**src/rtl/prog_fsm_engine.sv**
```systemverilog
// prog_fsm_engine: table-driven FSM whose transitions and Moore outputs
// are loaded at runtime through a configuration port.
module prog_fsm_engine #(
  parameter  int N_STATES   = 8,
  parameter  int IN_W       = 3,
  parameter  int OUT_W      = 2,
  parameter  int N_TRANS    = 16,
  parameter  int INIT_STATE = 0,
  localparam int SW         = $clog2(N_STATES),
  localparam int TW         = $clog2(N_TRANS),
  localparam int CFG_W      = 1 + 2*SW + 2*IN_W + OUT_W
) (
  input  logic             i_clock,
  input  logic             i_reset,
  input  logic             i_run,
  input  logic             i_soft_init,
  input  logic [IN_W-1:0]  i_in,
  output logic [OUT_W-1:0] o_out,
  output logic [SW-1:0]    o_state,
  output logic             o_fired,
  output logic [TW-1:0]    o_fired_idx,
  output logic             o_err,
  input  logic             i_cfg_we,
  input  logic             i_cfg_sel,
  input  logic [TW-1:0]    i_cfg_addr,
  input  logic [CFG_W-1:0] i_cfg_data
);

  localparam logic [SW-1:0] INIT_S = SW'(INIT_STATE);

  localparam int MEALY_LO = 0;
  localparam int VAL_LO   = OUT_W;
  localparam int CARE_LO  = OUT_W + IN_W;
  localparam int DST_LO   = OUT_W + 2*IN_W;
  localparam int SRC_LO   = DST_LO + SW;
  localparam int VLD_BIT  = CFG_W - 1;

  logic             r_tvld   [N_TRANS];
  logic [SW-1:0]    r_tsrc   [N_TRANS];
  logic [SW-1:0]    r_tdst   [N_TRANS];
  logic [IN_W-1:0]  r_tcare  [N_TRANS];
  logic [IN_W-1:0]  r_tval   [N_TRANS];
  logic [OUT_W-1:0] r_tmealy [N_TRANS];
  logic [OUT_W-1:0] r_moore  [N_STATES];

  logic [SW-1:0]    r_state;
  logic             r_err;

  logic             w_cfg_vld;
  logic [SW-1:0]    w_cfg_src;
  logic [SW-1:0]    w_cfg_dst;
  logic [IN_W-1:0]  w_cfg_care;
  logic [IN_W-1:0]  w_cfg_val;
  logic [OUT_W-1:0] w_cfg_mealy;

  logic [N_TRANS-1:0] w_hit;
  logic             w_fired;
  logic [TW-1:0]    w_idx;
  logic [SW-1:0]    w_dst;
  logic [OUT_W-1:0] w_mealy;
  logic             w_dst_ok;
  logic [OUT_W-1:0] w_moore;
  logic [SW-1:0]    w_next;
  logic             w_err_set;

  assign w_cfg_vld   = i_cfg_data[VLD_BIT];
  assign w_cfg_src   = i_cfg_data[SRC_LO +: SW];
  assign w_cfg_dst   = i_cfg_data[DST_LO +: SW];
  assign w_cfg_care  = i_cfg_data[CARE_LO +: IN_W];
  assign w_cfg_val   = i_cfg_data[VAL_LO +: IN_W];
  assign w_cfg_mealy = i_cfg_data[MEALY_LO +: OUT_W];

  // Table storage; Moore writes beyond the state count match no entry
  always_ff @(posedge i_clock) begin
    if (i_reset) begin
      for (int k = 0; k < N_TRANS; k++) begin
        r_tvld[k]   <= 1'b0;
        r_tsrc[k]   <= '0;
        r_tdst[k]   <= '0;
        r_tcare[k]  <= '0;
        r_tval[k]   <= '0;
        r_tmealy[k] <= '0;
      end
      for (int s = 0; s < N_STATES; s++) begin
        r_moore[s] <= '0;
      end
    end else if (i_cfg_we) begin
      for (int k = 0; k < N_TRANS; k++) begin
        if (!i_cfg_sel && int'(i_cfg_addr) == k) begin
          r_tvld[k]   <= w_cfg_vld;
          r_tsrc[k]   <= w_cfg_src;
          r_tdst[k]   <= w_cfg_dst;
          r_tcare[k]  <= w_cfg_care;
          r_tval[k]   <= w_cfg_val;
          r_tmealy[k] <= w_cfg_mealy;
        end
      end
      for (int s = 0; s < N_STATES; s++) begin
        if (i_cfg_sel && int'(i_cfg_addr) == s) begin
          r_moore[s] <= w_cfg_mealy;
        end
      end
    end
  end

  always_comb begin
    w_hit = '0;
    for (int k = 0; k < N_TRANS; k++) begin
      w_hit[k] = r_tvld[k] &&
                 (r_tsrc[k] == r_state) &&
                 ((i_in & r_tcare[k]) == (r_tval[k] & r_tcare[k]));
    end
  end

  // Lowest index wins: scan downward so the last hit kept is the lowest
  always_comb begin
    w_fired = 1'b0;
    w_idx   = '0;
    w_dst   = '0;
    w_mealy = '0;
    for (int k = N_TRANS - 1; k >= 0; k--) begin
      if (w_hit[k]) begin
        w_fired = 1'b1;
        w_idx   = TW'(k);
        w_dst   = r_tdst[k];
        w_mealy = r_tmealy[k];
      end
    end
  end

  assign w_dst_ok = int'(w_dst) < N_STATES;

  always_ff @(posedge i_clock) begin
    if (i_reset) begin
      r_state <= INIT_S;
      r_err   <= 1'b0;
    end else begin
      r_state <= w_next;
      if (w_err_set) begin
        r_err <= 1'b1;
      end
    end
  end

  always_comb begin
    w_next    = r_state;
    w_err_set = 1'b0;
    if (i_soft_init) begin
      w_next = INIT_S;
    end else if (i_run && w_fired) begin
      if (w_dst_ok) begin
        w_next = w_dst;
      end else begin
        w_next    = INIT_S;
        w_err_set = 1'b1;
      end
    end
  end

  always_comb begin
    w_moore = '0;
    for (int s = 0; s < N_STATES; s++) begin
      if (r_state == SW'(s)) begin
        w_moore = r_moore[s];
      end
    end
  end

  always_comb begin
    o_out       = w_moore | (w_fired ? w_mealy : '0);
    o_state     = r_state;
    o_fired     = w_fired;
    o_fired_idx = w_idx;
    o_err       = r_err;
  end

endmodule

```
**config.mk**
```make
export PLATFORM = sky130hd
export DESIGN_NAME = prog_fsm_engine
export DESIGN_NICKNAME = d
export VERILOG_FILES = /design/src/rtl/prog_fsm_engine.sv
export SDC_FILE = /design/constraint.sdc
export NUM_CORES = 1
export LEC_CHECK = 0
export BUFFER_PORTS_ARGS = -buffer_cell sky130_fd_sc_hd__buf_2
export CAP_MARGIN = 20
export CELL_PAD_IN_SITES_DETAIL_PLACEMENT = 2
export CELL_PAD_IN_SITES_GLOBAL_PLACEMENT = 2
export CORE_ASPECT_RATIO = 0.7
export CORE_UTILIZATION = 47
export DETAILED_ROUTE_END_ITERATION = 10
export PLACE_DENSITY = 0.85
export SYNTH_ARGS = -nofsm -noshare
export SYNTH_HDL_FRONTEND = slang
export SYNTH_SLANG_ARGS = --single-unit
```
**constraint.sdc**
```tcl
create_clock -name i_clock -period 3.25 [get_ports i_clock]
set_input_delay 0.1625 -clock i_clock [delete_from_list [all_inputs] [get_ports i_clock]]
set_output_delay 0.1625 -clock i_clock [all_outputs]
set_load 0.02 [all_outputs]
```
Yosys cells after proc, flatten, opt, wreduce, memory -nomap -nowiden
Memories as Yosys holds them, arrays and structs flattened.
Index checks and enable logic that the tools add are counted.
Cells by class
  add/subtract/negate cells: 0
  $mul: 0
  divide/modulo/power cells: 0
  order comparisons: 0
  equality and inequality tests: 54
  shift-type cells: 0
  muxes and demuxes: 275
  bitwise logic cells: 137
  reduce and logical (&&, ||, !) cells: 61
Operator list (number)
  two-way mux 3 bit: 80
  two-way mux 1 bit: 130
  bitwise OR 1 bit: 104
  two-way mux 2 bit: 49
  AND 3 bit: 32
  equality test 3 bit: 32
  two-way mux 4 bit: 16
  logical AND 1 bit: 57
  equality test 4 bit (second input constant): 8
  equality test 4 x 3 -> 1 bit (second input constant): 4
  equality test 3 bit (second input constant): 4
  equality test 4 x 2 -> 1 bit (second input constant): 2
  equality test 3 x 2 -> 1 bit (second input constant): 2
  equality test 4 x 1 -> 1 bit (second input constant): 1
  zero test 4 bit: 1
  equality test 3 x 1 -> 1 bit (second input constant): 1
  zero test 3 bit: 1
  bitwise OR 2 bit: 1
  OR reduction 2 bit: 1
  zero test 1 bit: 1
Storage, ports and cells
  bits in registers: 3
  latch bits: 0
  memory bits (writable): 256
  ROM bits: 0
  bits of input ports: 28
  output and inout bits: 11
  logic and storage cells: 535
  memories kept: 7
Memory list
  r_tcare: words 16, bits a word 3, read ports 16, clocked after Yosys merged registers in 0, write ports 16, line 41  | logic [IN_W-1:0] r_tcare [N_TRANS];
  r_tdst: words 16, bits a word 3, read ports 16, clocked after Yosys merged registers in 0, write ports 16, line 40  | logic [SW-1:0] r_tdst [N_TRANS];
  r_tsrc: words 16, bits a word 3, read ports 16, clocked after Yosys merged registers in 0, write ports 16, line 39  | logic [SW-1:0] r_tsrc [N_TRANS];
  r_tval: words 16, bits a word 3, read ports 16, clocked after Yosys merged registers in 0, write ports 16, line 42  | logic [IN_W-1:0] r_tval [N_TRANS];
  r_tmealy: words 16, bits a word 2, read ports 16, clocked after Yosys merged registers in 0, write ports 16, line 43  | logic [OUT_W-1:0] r_tmealy [N_TRANS];
  r_moore: words 8, bits a word 2, read ports 8, clocked after Yosys merged registers in 0, write ports 8, line 44  | logic [OUT_W-1:0] r_moore [N_STATES];
  +1 memories

Logic depth before layout (Yosys ltp)
Gate-level depths: netlist of the first run.
An unclocked memory read counts as a cell.
  word-level depth: 22
  mapped depth: 11
  mapped depth without buffers: 8

Worst setup path after synthesis of the first run
Ideal clock, no wire load.
  path type: register -> output
  start: register r_state[1] (netlist: o_state[1])
  end: output o_out[1]
  arrival time: 2.478 ns
  path slack: 0.610 ns
  cell stages (with the launch flop): 11
  cells stage by stage: dfxtp_1 > buf_2 > xor2_1 > nor2_1 > and4_1 > buf_2 > nor2b_2 > nand3b_1 > or4_1 > a21oi_1 > a21oi_1
On the way
  cells in the longest elaborated chain, start to end: 21
  elaborated cells between the ends (all ways): 98
  classes of those cells: 23 x eq/ne; 41 x mux; 1 x bitwise; 33 x reduce/logical
Ends and longest elaborated chain
  start, declared: line 46  | logic [SW-1:0] r_state;
  start signal, assigned: line 138  | r_state <= w_next;
  equality test 3 bit: line 110  | (r_tsrc[k] == r_state) &&
  logical AND 1 bit: line 109  | w_hit[k] = r_tvld[k] &&
  logical AND 1 bit: line 110
  two-way mux 1 bit (15 in a row): line 122  | if (w_hit[k]) begin
  two-way mux 1 bit *: line 122
  via o_fired: line 20  | output logic o_fired,
  two-way mux 2 bit *: line 170  | o_out = w_moore | (w_fired ? w_mealy : '0);
  bitwise OR 2 bit *: line 170
  end, declared: line 18  | output logic [OUT_W-1:0] o_out,
The timed path passes the listed nets; every way through them passes the cells marked *.

Final worst setup path of the first run
  start: register r_state[2] (netlist: o_state[2])
  end: output o_out[1]
On the way
  cells in the longest elaborated chain, start to end: 21
  elaborated cells between the ends (all ways): 98
  classes of those cells: 23 x eq/ne; 41 x mux; 1 x bitwise; 33 x reduce/logical
Ends and longest elaborated chain (line)
  equality test 3 bit: 110
  logical AND 1 bit: 109
  logical AND 1 bit: 110
  two-way mux 2 bit / two-way mux 1 bit (equally long branches) (16 in a row): 122
  two-way mux 2 bit: 170
  bitwise OR 2 bit *: 170
Every way passes the cells marked *; elsewhere a longest branch is shown, timed or not.

==> results.toml, run 1 <==
[clocking]
clockBufferDepth = 3
insertion_delay_ps = 550
cts.clk_slew.worst_paths_ps = 70
h-tree-depth = 1
cts_root_buf = "clkbuf_16"
cts_sinks = 259
cts_made_buffers = 26
cts_tree = "built"

[power]
fin_total_pwr_mw = 8.027
switching_share = 0.2813
p_leak_nw = 4.793
peakVddDrop_v = 0.0003896
p_int_mw = 5.769
p_per_area_mw_per_mm2 = 607.3
power_switching_mw = 2.258
clockPowerShare = 0.365
p_seq_frac = 0.504
combPwrFrac = 0.131

[sta]
finalSetupViolCount = 7
setup_ws_ps = -254.5
finalCritPeriodShare = 1.078
final_hold_viol_count = 0
slew_viol_final = 0
fin_crit_ps = 3504
setup_tns_ps = -1231
worstMarginPinSlew_ps = 1032
rsz0062_at_grt = "yes"
relSlewSlack = 0.3064
max_freq_mhz = 285.3
skew_ps = 14.55

[place]
dp_cells = 1248
dpl.hpwl_microns = 27480
place.gp.congestion = 0.8586
io_buffers = 37
placed_cell_area_sq_mm = 0.01209
dp_slack_ps = 101.7

[grt]
grt_max_degree = 25
grt-ovfl-total = 0
grt_usage = 0.3886
antenna_found_initial = 1
grt_pass1_vias = 9332
grt_pass1_wl_microns = 68460

[detailed_routing]
final_antenna_net_count = 0
drt_iter0_drc = 1176
wirelength_microns = 47800
drt-vias-per-instance = 6.654
drc = 0
vias = 8816
wire_per_inst_microns = 36.07
drt_first_pass_iters = 6

[worst_setup_path]
crit_path_end = "o_out[1]"
slowest_stage = "or4_4"
critical_path_arrival_ps = 3340
startpoint = "o_state[2]$_SDFFE_PP0P_"
crit_path_cell_trace = "buf_6 -> xnor2_1 -> and4_1 -> nand2_1 -> nand4_1 -> or4_4 -> a21oi_2 -> a21oi_2 -> buf_6"
critPathMaxStageDelay_ps = 590
r2r_cells = 9
reg2reg_slack_ps = 130
reg2reg_to = "o_state[2]$_SDFFE_PP0P_"
start_kind = "flip-flop"
r2r_start = "o_state[2]$_SDFFE_PP0P_"
crit_fanout = 12
cp.required_ps = 3090
crit_type = "reg -> out"
endpoint_kind = "output pin"

[layout]
drive_gt1_frac = 0.1700
nFillCells = 2215
area_growth_pct = 15.66
nets = 1014
instances_no_fill = 1325
design_area_sq_mm = 0.01322

[synth]
synthCells = 906
yosysWarnings = 0
ys_ff_latch = 259
netlist_area_sq_mm = 0.01143
synth_nets = 934
yosysTopAreaCellShare = 0.6727
yosysTopAreaCell = "edfxtp_1"
synth-async-reset-ratio = 0
ys_types = 58
synth.area.top_cells = "edfxtp_1, nor2_1, xor2_1"
ys_seq_area_frac = 0.6780
synth-edff-count = 256
synth_flop_cell = "edfxtp_1"
synth_area_per_cell_sq_um = 12.61

[floorplanning]
die_area_sq_mm = 0.02495
core-area_sq_mm = 0.02376
die_x_microns = 188.4
ioPinCount = 39
rows = 47
die-height_microns = 132.5
initial_utilization = 0.4810

[job]
max-cap-violations = 0

[min_path]
hp-start = "i_cfg_addr[0]"
hold_class = "in -> reg"

[outcome]
status = "complete, but fails checks"
violations = "setup timing"
==> per-layer routing <==
metal | GRT usage | share of wire
met1 | 0.5039 | 0.39
met2 | 0.6142 | 0.46
met3 | 0.08408 | 0.089
met4 | 0.2128 | 0.063
met5 | 0 | 0
==> flip-flops by register name, indices dropped and copies added, names as in the netlist <==
| register | count |
|---|---|
| r_tcare | 48 |
| r_tdst | 48 |
| r_tvld | 16 |
| r_tsrc | 48 |
| r_tval | 48 |
| o_state | 3 |
| r_tmealy | 32 |
| r_moore | 16 |
==> synth_stat cells (3+ instances only) <==
library cell	instances
o22ai_1	4
nor2b_1	4
a21oi_1	8
clkbuf_1	39
buf_2	8
a311o_1	3
nand2_1	45
o31ai_1	4
and2_1	4
inv_1	25
edfxtp_1	256
xor2_1	68
xnor2_1	28
mux2i_1	5
nor3b_1	5
a211o_1	4
buf_1	3
a311oi_1	5
a31oi_1	10
nand3_1	15
nand3b_1	5
dfxtp_1	3
buf_4	7
buf_6	4
o221ai_1	8
a31o_2	4
nor2_1	211
nand2b_1	34
a222oi_1	14
nand4_1	12
and4_1	7
a221o_1	3
o21bai_1	3
o21ai_0	17
==> cell families (layout without fill, tap and decap cells) <==
| kind of cell | after synthesis | count (layout) | synth area share |
|---|---|---|---|
| flops | 259 | 259 | 0.6780 |
| xor+xnor | 96 | 96 | 0.07358 |
| mux | 5 | 5 | 0.004380 |
| buf+inv | 86 | 186 | 0.03405 |
| other cells | 1 | 2 | 0.0003282 |
| compound gates | 103 | 103 | 0.06832 |
| simple gates | 356 | 356 | 0.1414 |
==> per-stage QoR <==
step	hold slack, ps	util
6_report	117.9	0.5563
5_1_grt	162.6	0.5563
4_1_cts	125.2	0.5518
3_5_place_dp	515.0	0.5088
3_3_place_gp	469.3	0.5088
2_1_floorplan	338.5	-
==> worst min-delay path by stage <==
stage / to / slack [ps] / cells past startpoint
floorplan: o_state[0]$_SDFFE_PP0P_ / 340 / 3
global placement: o_state[1]$_SDFFE_PP0P_ / 470 / 4
detailed placement: o_state[2]$_SDFFE_PP0P_ / 520 / 4
CTS: o_state[1]$_SDFFE_PP0P_ / 130 / 3
global route: o_state[1]$_SDFFE_PP0P_ / 160 / 3
finish: r_moore[0][6]$_SDFFCE_PN0P_ / 120 / 3
==> power groups by stage <==
stage               combinational [mW]  clock, mW  sequential (mW)
finish                            1.05       2.93             4.05
CTS                              0.960       2.85             4.03
floorplan                        0.508          0             4.03
detailed placement               0.861          0             4.09
global route                      1.07       3.01             4.05
global placement                 0.790          0             4.05
==> layout make-up <==
type	instances	area (sq um)	share of cell area
antenna	1	2.502	0.0001893
tap	318	397.9	0.03011
multi-input combinational	561	3396	0.2569
sequential	259	7751	0.5865
inverter	25	93.84	0.007100
clock inverter	14	58.81	0.004450
timing repair buffer	113	814.5	0.06163
clock buffer	34	701.9	0.05311
==> layout by cell type (no fill, tap or decap), types with 3 or more instances in the layout <==
cell type and instances:
nand3b_1 5, a31o_2 4, nand4_1 12, o221ai_1 8
xnor2_1 28, inv_1 25, clkinv_1 9, a211o_1 4
xor2_1 68, a221o_1 3, nor2b_1 4, buf_6 7
a21oi_1 5, edfxtp_1 256, buf_2 33, nor2_1 211
nand2b_1 34, and4_1 5, a311o_1 3, mux2i_1 5
buf_4 70, a222oi_1 14, o31ai_1 3, nand3_1 14
o21ai_0 17, nand2_1 45, a311oi_1 3, clkbuf_16 27
a21oi_2 3, nor3b_1 4, clkbuf_1 7, clkinv_2 5
a31oi_1 9
==> timing repair <==
item / in CTS / in global routing
setup endpoints to repair: 7 / 7
pin swaps: 17 / 16
gates resized for setup: 27 / 11
setup buffers: 19 / 8
hold endpoints to repair: 2 / 0
hold buffers: 1 / 0
==> critical path, delay by kind of cell (launching register included) <==
| family | cells | cell delay (ps) |
|---|---|---|
| AOI/OAI and AO/OA | 2 | 250 |
| and+or+nand+nor | 4 | 1430 |
| buffers and inverters | 2 | 420 |
| DFF | 1 | 540 |
| xor gates and xnor gates | 1 | 160 |
No activity file was read; power rests on OpenSTA's default activity.
==> inputs of run 2 (changes only) <==
==> constraint.sdc (replaced) <==
create_clock -name i_clock -period 3.25 [get_ports i_clock]
set_input_delay 0.325 -clock i_clock [delete_from_list [all_inputs] [get_ports i_clock]]
set_output_delay 0.325 -clock i_clock [all_outputs]
set_load 0.02 [all_outputs]
==> run 2 against run 1 <==
Against the previous run: the run still ends with setup timing left; first-iteration DRC count increased by 13%; die area stayed put; non-clock buffer count grew 4; register-to-register slack worse by 280 ps; highest routed layer unchanged.
==> results.toml, run 2 (synthesis results as in run 1) <==
[outcome]
status = "complete, but fails checks"
violations = "setup timing"

[grt]
busiest_layer = "met2"
grt_pass1_wl_microns = 70170
grt_max_degree = 27
grt_usage = 0.3979
grtUsageMet1 = 0.5414
grt-ovfl-total = 0
gr-usage-met2 = 0.6472
gr-usage-met3 = 0.06021
antenna_found_initial = 0
grt_pass1_vias = 9301

[sta]
finalSetupViolCount = 8
holdWs_ps = 111.7
fin_crit_ps = 3829
max_freq_mhz = 261.2
final_hold_viol_count = 0
worstMarginPinSlew_ps = 1146
relSlewSlack = 0.2358
skew_ps = 16.09
slew_viol_final = 0
setup_ws_ps = -579.2
finalCritPeriodShare = 1.178
rsz0062_at_grt = "yes"

[worst_setup_path]
start_kind = "flip-flop"
endpoint_kind = "output pin"
cp.required_ps = 2920
critical_path_arrival_ps = 3500
crit_fanout = 5
crit_type = "reg -> out"

[place]
place.gp.congestion = 0.8815
placed_cell_area_sq_mm = 0.01220
io_buffers = 37
dpl.hpwl_microns = 27610

[detailed_routing]
drc = 0
wirelength_microns = 51780
drt-vias-per-instance = 6.885
wire_per_inst_microns = 39.02
drt_iter0_drc = 1329
vias = 9137
final_antenna_net_count = 0
drt_first_pass_iters = 6

[power]
fin_total_pwr_mw = 8.356
p_per_area_mw_per_mm2 = 621.2
peakVddDrop_v = 0.0003960
p_leak_nw = 4.868

[clocking]
cts_made_buffers = 26
cts_tree = "built"
cts_sinks = 259
cts.clk_slew.worst_paths_ps = 90
cts_root_buf = "clkbuf_16"
clockBufferDepth = 3
insertion_delay_ps = 540
cts_hold_buf = 0
h-tree-depth = 1

[min_path]
hold_class = "in -> reg"

[floorplanning]
ioPinCount = 39
die-height_microns = 132.5
rows = 47
core-area_sq_mm = 0.02376
die_x_microns = 188.4
initial_utilization = 0.4810
die_area_sq_mm = 0.02495

[layout]
area_growth_pct = 17.72
register_area_sq_mm = 0.007756
layout_commonest_cell = "edfxtp_1"
nFillCells = 2210
design_area_sq_mm = 0.01345
diodes = 0
final_cell_mix = "edfxtp_1, nor2_1, buf_4"
nets = 1018
drive_gt1_frac = 0.1923
multi_input_area_sq_mm = 0.003533

[job]
max-cap-violations = 0
[run 2: changes by cell type in the layout (fill, tap and decap cells not counted), moves of 3 or more]
cell | previous run | this run
nand2_1 | 45 | 41
and2_4 | 0 | 3
buf_4 | 70 | 73
xor2_2 | 0 | 4
buf_6 | 7 | 10
xor2_1 | 68 | 64
[run 2: final cells by class]
type / instances / share of cell area
clock inverter: 13 / 0.007813
multi-input combinational: 561 / 0.2627
clock buffer: 34 / 0.05218
timing repair buffer: 117 / 0.06399
sequential: 259 / 0.5766
inverter: 25 / 0.007162
tap: 318 / 0.02958
[run 2: per-stage QoR]
| stage | utilization | cells | TNS, ps | worst slack (ps) |
|---|---|---|---|---|
| CTS | 0.5596 | 1325 | -364.6 | -212.2 |
| global placement | 0.5134 | 1264 | 0 | 105.5 |
| floorplan | - | 906 | 0 | 447.4 |
| finish | 0.5662 | 1327 | -2599 | -579.2 |
| detailed placement | 0.5134 | 1264 | -339.8 | -134.0 |
| global route | 0.5662 | 1327 | -2361 | -538.7 |
[run 2: worst paths after layout]
kind / from / slack, ps / cells after the start / to
min: i_soft_init / 110 / 4 / o_state[2]$_SDFFE_PP0P_
max: r_tval[1][7]$_DFFE_PP_ / -580 / 11 / o_out[0]
max reg2reg: r_tval[1][7]$_DFFE_PP_ / -150 / 11 / o_state[0]$_SDFFE_PP0P_
min reg2reg: r_tdst[0][2]$_SDFFCE_PN0P_ / 600 / 2 / o_state[2]$_SDFFE_PP0P_
[run 2: repair_timing]
item,in CTS,in global routing
endpoints found under the hold margin,0,0
gates cloned,1,0
setup endpoints to repair,7,9
pin swaps,27,16
setup buffers,14,4
gates resized for setup,52,28
[run 2: critical path, cell delays in order (launching register included)]
cell and delay, ps:
edfxtp_1 440, xor2_2 180, a222oi_1 700, buf_4 220
nand4_1 110, buf_6 180, o2111ai_4 70, a31o_1 220
a311oi_4 180, o31ai_4 300, a41oi_2 150, buf_6 180
[run 2: where the power goes]
part           leakage [nW]  switching [mW]  internal, mW
clock                 0.394            1.47          1.68
combinational          1.99           0.757         0.383
sequential             2.48           0.156          3.91
[run 2: metal layers]
layer	wire length, microns	vias up	share of wire
met4	3032	0	0.059
met5	0	-	0
li1	-	3400	-
met1	19170	4693	0.37
met3	5456	227	0.11
met2	24120	817	0.47
==> inputs of run 3 (changes only) <==
Clock period 3.25 ns to 4.44 ns, I/O delays scaled along.
==> run 3 against run 2 <==
Against the previous run: the run now ends clean; register-to-register slack better by 1100 ps; cell count is 4.2% lower; sequential share of layout area is 2.6 points higher; critical path type unchanged; largest power group unchanged; highest routed layer unchanged.
==> results.toml, run 3 (synthesis results as in run 1) <==
[outcome]
status = "completed"

[floorplanning]
ioPinCount = 39
die_x_microns = 188.4
die_area_sq_mm = 0.02495
die-height_microns = 132.5
core-area_sq_mm = 0.02376
rows = 47
initial_utilization = 0.4810

[sta]
skew_ps = 11.30
setup_tns_ps = 0
fin_crit_ps = 4428
slew_viol_final = 0
worstMarginPinSlew_ps = 1055
rsz0062_at_grt = "no"
max_freq_mhz = 225.8
relSlewSlack = 0.2967
finalCritPeriodShare = 0.9973
final_hold_viol_count = 0
finalSetupViolCount = 0
holdWs_ps = 203.8

[clocking]
cts_sinks = 259
cts_hold_buf = 0
insertion_delay_ps = 550
h-tree-depth = 1
cts_resized = 0
cts_made_buffers = 26
cts_setup_buffers = 0
clockBufferDepth = 3
cts.clk_slew.worst_paths_ps = 70
cts_tree = "built"
cts_root_buf = "clkbuf_16"

[place]
place.gp.congestion = 0.8955
dpl.hpwl_microns = 25550
io_buffers = 37

[worst_setup_path]
r2r_cells = 10
r2r_start = "o_state[1]$_SDFFE_PP0P_"
cp.required_ps = 4000
crit_fanout = 9
startpoint = "o_state[1]$_SDFFE_PP0P_"
crit_type = "reg -> out"
endpoint_kind = "output pin"
start_kind = "flip-flop"
critical_path_arrival_ps = 3980

[layout]
layout_commonest_cell = "edfxtp_1"
drive_gt1_frac = 0.1133
nFillCells = 2269
area_growth_pct = 12.51
diodes = 0
final_cell_mix = "edfxtp_1, nor2_1, xor2_1"
nets = 961

[grt]
grt_pass1_wl_microns = 62220
grt_pass1_vias = 8666
grt_usage = 0.3497
grt_max_degree = 23
antenna_found_initial = 0
grt-ovfl-total = 0

[power]
peakVddDrop_v = 0.0002820
p_leak_nw = 4.604
fin_total_pwr_mw = 6.144
p_per_area_mw_per_mm2 = 477.9

[detailed_routing]
drt_iter0_drc = 958
wirelength_microns = 42460
wire_per_inst_microns = 33.41
final_antenna_net_count = 0
drt_first_pass_iters = 5
drt-vias-per-instance = 6.367
drc = 0
vias = 8093

[min_path]
hold_class = "in -> reg"
hp-start = "i_soft_init"
holdPathStages = 4

[job]
max-cap-violations = 0
## run 3: per-layer routing
layer,global-route usage,routed length (microns),up-vias
met1,0.4769,17370,4294
met2,0.5625,20320,422
met3,0.06127,3281,93
li1,-,-,3284
met5,0,0,-
met4,0.1344,1488,0
## run 3: worst max-delay path, stage by stage (launching register included)
cell and delay [ps]:
dfxtp_1 760, xnor2_1 190, and4_1 280, and2_1 430, and3_1 280, o22ai_1 110, a311oi_1 590, o31ai_1 210
a41oi_1 330, buf_2 230
## run 3: worst paths after layout
kind | endpoint | slack [ps]
setup reg to reg | o_state[0]$_SDFFE_PP0P_ | 930
setup / recovery | o_out[0] | 10
hold reg to reg | o_state[2]$_SDFFE_PP0P_ | 560
hold / removal | o_state[2]$_SDFFE_PP0P_ | 200
## run 3: metrics by stage
stage	cells	util	setup slack [ps]	area, sq um
global route	1271	0.5412	10.68	12860
floorplan	906	-	1425	11430
finish	1271	0.5412	11.79	12860
global placement	1223	0.5009	842.2	11900
detailed placement	1223	0.5009	680.7	11900
CTS	1271	0.5410	29.72	12850
## run 3: layout make-up
cell class | instances | area (sq um) | share of cell area
clock buffers | 31 | 690.7 | 0.05372
clock inverters | 17 | 261.5 | 0.02034
multi-input cells | 561 | 3291 | 0.2559
flip-flops and latches | 259 | 7749 | 0.6027
inverters | 25 | 93.84 | 0.007299
repair buffers | 60 | 374.1 | 0.02910
well taps | 318 | 397.9 | 0.03095
## run 3: power by group
| part | total, mW | leakage, nW | internal, mW | switching (mW) |
|---|---|---|---|---|
| clock | 2.55 | 0.461 | 1.52 | 1.03 |
| sequential | 2.96 | 2.48 | 2.86 | 0.0996 |
| combinational | 0.636 | 1.67 | 0.185 | 0.451 |
